## config.mk

```make
export PLATFORM = sky130hd
export DESIGN_NAME = id_ex_stage_reg
export DESIGN_NICKNAME = d
export VERILOG_FILES = /design/src/rtl/id_ex_stage_reg.sv
export SDC_FILE = /design/constraint.sdc
export NUM_CORES = 1
export LEC_CHECK = 0
export CORE_AREA = 2 2 147 149
export CTS_BUF_LIST = sky130_fd_sc_hd__clkbuf_16
export CTS_CLUSTER_SIZE = 20
export DETAILED_ROUTE_END_ITERATION = 8
export DIE_AREA = 0 0 149 151
export PLACE_DENSITY = 0.74
export SYNTH_ARGS = -nofsm -noshare
export SYNTH_HDL_FRONTEND = slang
export SYNTH_SLANG_ARGS = --single-unit
export TNS_END_PERCENT = 100
```

## constraint.sdc

```tcl
create_clock -name clk -period 3.55 [get_ports clk]
set_clock_uncertainty 0.15 [all_clocks]
set_input_delay 0.8875 -clock clk [delete_from_list [all_inputs] [get_ports clk]]
set_output_delay 0.8875 -clock clk [all_outputs]
set_load 0.02 [all_outputs]
```

## src/rtl/id_ex_stage_reg.sv

```systemverilog
// ID/EX pipeline register: captures decoded fields with WB write-through bypass,
// detects load-use hazards, inserts bubbles on stall/flush and counts both events.
module id_ex_stage_reg #(
  parameter int unsigned XLEN   = 32,
  parameter int unsigned CTRL_W = 8,
  parameter int unsigned CNT_W  = 16
) (
  input  logic              clk,
  input  logic              reset,
  input  logic              id_valid,
  input  logic [XLEN-1:0]   id_pc,
  input  logic [4:0]        id_rs1,
  input  logic [4:0]        id_rs2,
  input  logic              id_uses_rs1,
  input  logic              id_uses_rs2,
  input  logic [4:0]        id_rd,
  input  logic [XLEN-1:0]   id_rdata1,
  input  logic [XLEN-1:0]   id_rdata2,
  input  logic [XLEN-1:0]   id_imm,
  input  logic [CTRL_W-1:0] id_ctrl,
  input  logic              id_mem_read,
  input  logic              id_reg_write,
  input  logic              wb_reg_write,
  input  logic [4:0]        wb_rd,
  input  logic [XLEN-1:0]   wb_data,
  input  logic              ex_flush,
  output logic              stall,
  output logic              ex_valid,
  output logic [XLEN-1:0]   ex_pc,
  output logic [4:0]        ex_rs1,
  output logic [4:0]        ex_rs2,
  output logic [4:0]        ex_rd,
  output logic [XLEN-1:0]   ex_rdata1,
  output logic [XLEN-1:0]   ex_rdata2,
  output logic [XLEN-1:0]   ex_imm,
  output logic [CTRL_W-1:0] ex_ctrl,
  output logic              ex_mem_read,
  output logic              ex_reg_write,
  output logic [CNT_W-1:0]  stall_cnt,
  output logic [CNT_W-1:0]  flush_cnt
);

  logic            haz;
  logic            byp1;
  logic            byp2;
  logic            bubble;
  logic [XLEN-1:0] fwd1;
  logic [XLEN-1:0] fwd2;

  always_comb begin
    haz = id_valid & ex_valid & ex_mem_read & (ex_rd != 5'd0) &
          ((id_uses_rs1 & (ex_rd == id_rs1)) | (id_uses_rs2 & (ex_rd == id_rs2)));
    // Flush kills the consumer, so no stall is needed; reset also masks it.
    stall  = haz & ~ex_flush & ~reset;
    bubble = ex_flush | stall;
    // Register file writes on the same edge, so its read port would return stale data.
    byp1   = wb_reg_write & (wb_rd != 5'd0) & (wb_rd == id_rs1);
    byp2   = wb_reg_write & (wb_rd != 5'd0) & (wb_rd == id_rs2);
    fwd1   = byp1 ? wb_data : id_rdata1;
    fwd2   = byp2 ? wb_data : id_rdata2;
  end

  always_ff @(posedge clk) begin
    if (reset || bubble) begin
      ex_valid     <= 1'b0;
      ex_pc        <= '0;
      ex_rs1       <= '0;
      ex_rs2       <= '0;
      ex_rd        <= '0;
      ex_rdata1    <= '0;
      ex_rdata2    <= '0;
      ex_imm       <= '0;
      ex_ctrl      <= '0;
      ex_mem_read  <= 1'b0;
      ex_reg_write <= 1'b0;
    end else begin
      ex_valid     <= id_valid;
      ex_pc        <= id_pc;
      ex_rs1       <= id_rs1;
      ex_rs2       <= id_rs2;
      ex_rd        <= id_rd;
      ex_rdata1    <= fwd1;
      ex_rdata2    <= fwd2;
      ex_imm       <= id_imm;
      ex_ctrl      <= id_valid ? id_ctrl : '0;
      ex_mem_read  <= id_valid & id_mem_read;
      ex_reg_write <= id_valid & id_reg_write;
    end
  end

  always_ff @(posedge clk) begin
    if (reset) begin
      stall_cnt <= '0;
      flush_cnt <= '0;
    end else begin
      if (stall && (stall_cnt != '1)) stall_cnt <= stall_cnt + 1'b1;
      if (ex_flush && (flush_cnt != '1)) flush_cnt <= flush_cnt + 1'b1;
    end
  end

endmodule

```

---- Yosys cells after proc, flatten, opt, wreduce, memory -nomap -nowiden ----
Index checks and enable logic that the tools add are counted.
storage, ports and cells
  flip-flop bits (word level) ............. 186
  input bits .............................. 197
  output and inout port bits .............. 187
  word-level logic and storage cells ...... 47
operators by class
  add/sub/neg operators ................... 2
  eq/ne operators ......................... 6
  mux-type cells .......................... 2
  bitwise operators ....................... 18
  reduce and logical (&&, ||, !) cells .... 6
operator list
  cell                                                             number
  32-bit 2-to-1 mux                                                2
  16-bit by 1-bit adder with 16-bit output, second input constant  2
  16-bit inequality test, second input constant                    2
  5-bit == test                                                    4
  1-bit bitwise AND                                                13
  5-bit nonzero test                                               2
  1-bit inverter                                                   3
  1-bit logical AND                                                2
  1-bit bitwise OR                                                 2
  2-bit OR reduction                                               1
  1-bit logical OR                                                 1

---- Longest topological paths before layout ----
  depth after elaboration ................. 9
  mapped depth ............................ 7
  mapped depth without buffers ............ 6

---- Worst setup path after synthesis ----
OpenSTA, ideal clock, no wires.
  path type ............................... input port to output port
  start ................................... in id_rs1[1]
  end ..................................... out stall
  arrival time ............................ 1.885 ns
  data required time ...................... 2.513 ns
  slack ................................... 0.628 ns
  stages .................................. 5
  buffers on the path ..................... 1
  path through ............................ xnor2_1 -> nand4_1 -> o22a_1 -> buf_6 -> nor2_1
between the ends
  cells in the longest elaborated chain, start to end .. 6
ends and longest elaborated chain
  element                         line  RTL
  start, declared                 12    input logic [4:0] id_rs1,
  5-bit == test                   52    ((id_uses_rs1 & (ex_rd == id_rs1)) | (id_uses_rs2 & (ex_rd == id_rs2)));
  1-bit bitwise AND               52
  1-bit bitwise OR                52
  1-bit bitwise AND               51    haz = id_valid & ex_valid & ex_mem_read & (ex_rd != 5'd0) &
  1-bit bitwise AND (2 in a row)  54    stall = haz & ~ex_flush & ~reset;
  end, declared                   27    output logic stall,
Every way passes these cells.

---- Worst setup path after layout ----
  start ................................... in id_rs1[2]
  end ..................................... out stall
Same word-level chain as after synthesis.

==> impl_metrics.yaml <==
run_status:
  status: "completed"
cts:
  hold_buffers: 0
  cts_tree: "yes"
  cts_buffers: 17
  cts_sinks: 186
  cts_resized: 3
  root_buffer: "clkbuf_16"
  insertion_delay_ns: 0.42
  cts_buffer_depth: 2
  clkTransAtPathRegs_ns: 0.07
  htreeDepth: 4
  cts_setup_buffers: 0
global_route:
  grt_pass1_wl_um: 32300
  grt_usage: 0.190
  first_global_vias: 5769
  antenna_found_initial: 1
  grt_max_degree: 65
  overflow: 0
critical_path:
  crit_path_start_kind: "input port"
  rrSetupSlack_ns: 0.89
  crit_path_end_kind: "output port"
  startpoint: "id_rs1[2]"
  required_ns: 2.51
  criticalPathCategory: "in -> out"
  r2r-start: "ex_rd[1]"
  path_max_fanout: 2
  arrival_ns: 2.40
layout:
  areaGrowthSynthToFinish_pct: 72.2
  drive_gt1_frac: 0.0745
  post-route-util: 0.552
  final_area_um2: 11500
  fin_nets: 1219
yosys:
  yosys_warnings: 0
  synth.distinct_cells: 47
  seq_area_frac_synth: 0.558
  synth_edf_count: 0
  synth_common_cells: "186 x dfxtp_1, 87 x nor2_1, 81 x and2_1, 66 x mux2i_1, 17 x xnor2_1"
  yosysMostFrequentCell: "dfxtp_1"
  synth_area_leaders: "dfxtp_1 56%, mux2i_1 9.9%, and2_1 7.6%, nor2_1 4.9%, xnor2_1 2.2%"
  avgSynthCellArea_um2: 10.8
  syn-cell-area_um2: 6680
  yosys.area.top_type: "dfxtp_1"
  yosys_register_bits: 186
  synth_cells: 621
  synth_ff_type: "dfxtp_1"
  syn-num-nets: 820
  synth_top_area_frac: 0.558
  synth_async_sr_flop_share: 0
power:
  power.leakage_nw: 4.22
  ir_drop_mv: 0.327
  p_per_area_nw_per_um2: 408
die:
  die_w_um: 149
  die_area_um2: 22500
  ios: 384
  fp-row-count: 53
  initial_core_util: 0.321
  fp.dieH_um: 151
  fp.coreArea_um2: 20800
placement:
  port_buffers: 383
  dp_hpwl_um: 17200
  place_ws_ns: -0.300
  placed_area_um2: 10900
  gp_congestion: 0.822
sta:
  period_share: 0.968
  final-setup-viol-count: 0
  period_needed_ns: 3.44
  slew_violations: 0
  max_freq_mhz: 291
  timing.final.ws_setup_ns: 0.114
  max_slew_margin: 0.242
  finalHoldViolCount: 0
  tightest_slew_ns: 1.13
  rsz0062_at_grt: "no"
routing:
  num_vias: 5860
  viasPerCell: 4.47
  wl_per_cell_um: 16.9
  antenna_left: 0
  wirelength_um: 22200
  initialDrtViolationCount: 148
  drt_first_pass_iters: 5
  drc_errors: 0
worst_hold_path:
  holdCritStartpoint: "stall_cnt[2]"
  min_path_type: "reg -> reg"
flow_run:
  max-cap-violations: 0
## kinds of logic after synthesis
| group | Yosys count | synth area share |
|---|---|---|
| adder cells (fa/ha/maj) | 2 | 0.00375 |
| multiplexers | 71 | 0.108 |
| flip-flops | 186 | 0.558 |
| AND/OR/NAND/NOR | 254 | 0.208 |
| XOR/XNOR | 30 | 0.0393 |
| AO/OA/AOI/OAI | 44 | 0.0487 |
| buffers and inverters | 34 | 0.0345 |
## cell usage in the layout, fill, tap and decap left out, types with 6 or more instances in the layout
cell and instances:
a21oi_1 11, and3_1 15, nand3_1 13, mux2i_1 66, and2_1 81, nor2b_1 6, xor2_1 13, o211ai_1 7
clkdlybuf4s50_1 382, nand4_1 10, dfxtp_1 186, o31ai_1 9, or4_1 10, xnor2_1 17, clkbuf_16 17, buf_4 22
nor2_1 86, nand2_1 10
## worst paths after layout
| check | depth (start not counted) | to |
|---|---|---|
| worst max register to register | 5 | ex_pc[15] |
| worst min register to register | 2 | stall_cnt[2] |
| worst min-delay path | 2 | stall_cnt[2] |
| worst max-delay path | 6 | stall |
## worst max-delay path, cell delays in order
cell and delay [ns]:
clkdlybuf4s50_1 0.50, xnor2_1 0.13, nand4_1 0.13, o22a_1 0.30
nor2_2 0.17, clkdlybuf4s15_2 0.28
## where the power goes
group / internal (mW) / leakage [nW] / switching, mW
Combinational: 0.391 / 2.42 / 0.266
Clock: 0.939 / 0.275 / 0.918
Sequential: 2.16 / 1.52 / 0.0264
## flip-flops by register name, summed over array words and instances, names as in the netlist, 5 cells and up
signal / cells
ex_imm: 32
ex_rs2: 5
ex_ctrl: 8
flush_cnt: 16
ex_pc: 32
stall_cnt: 16
ex_rdata2: 32
ex_rs1: 5
ex_rd: 5
ex_rdata1: 32
## metal layers
layer  track usage  share of wire  up-vias  routed length, um
met2         0.332           0.52      253              11400
met4        0.0819          0.017        0                388
met5             0              0        -                  0
met3        0.0789          0.092       21               2050
met1         0.203           0.37     2665               8310
li1              -              -     2921                  -
## final cells by class
| class | instances | area (um^2) |
|---|---|---|
| fill | 1878 | 9320 |
| timing repair buffer | 409 | 4080 |
| sequential | 186 | 3720 |
| multi-input combinational | 401 | 2750 |
| clock buffer | 17 | 425 |
| tap | 275 | 344 |
| clock inverter | 15 | 149 |
| inverter | 5 | 18.8 |
| antenna | 4 | 10.0 |
## through the flow
stage / instances / power, mW / hold WS [ns] / setup TNS (ns)
finish: 1312 / 4.70 / 0.367 / 0
global route: 1309 / 4.90 / 0.392 / 0
CTS: 1308 / 4.77 / 0.364 / 0
detailed placement: 1276 / 2.89 / 0.352 / -0.945
global placement: 1276 / 2.89 / 0.346 / -0.314
floorplan: 621 / 2.46 / 0.421 / 0
No activity file was read; power rests on OpenSTA's default activity.
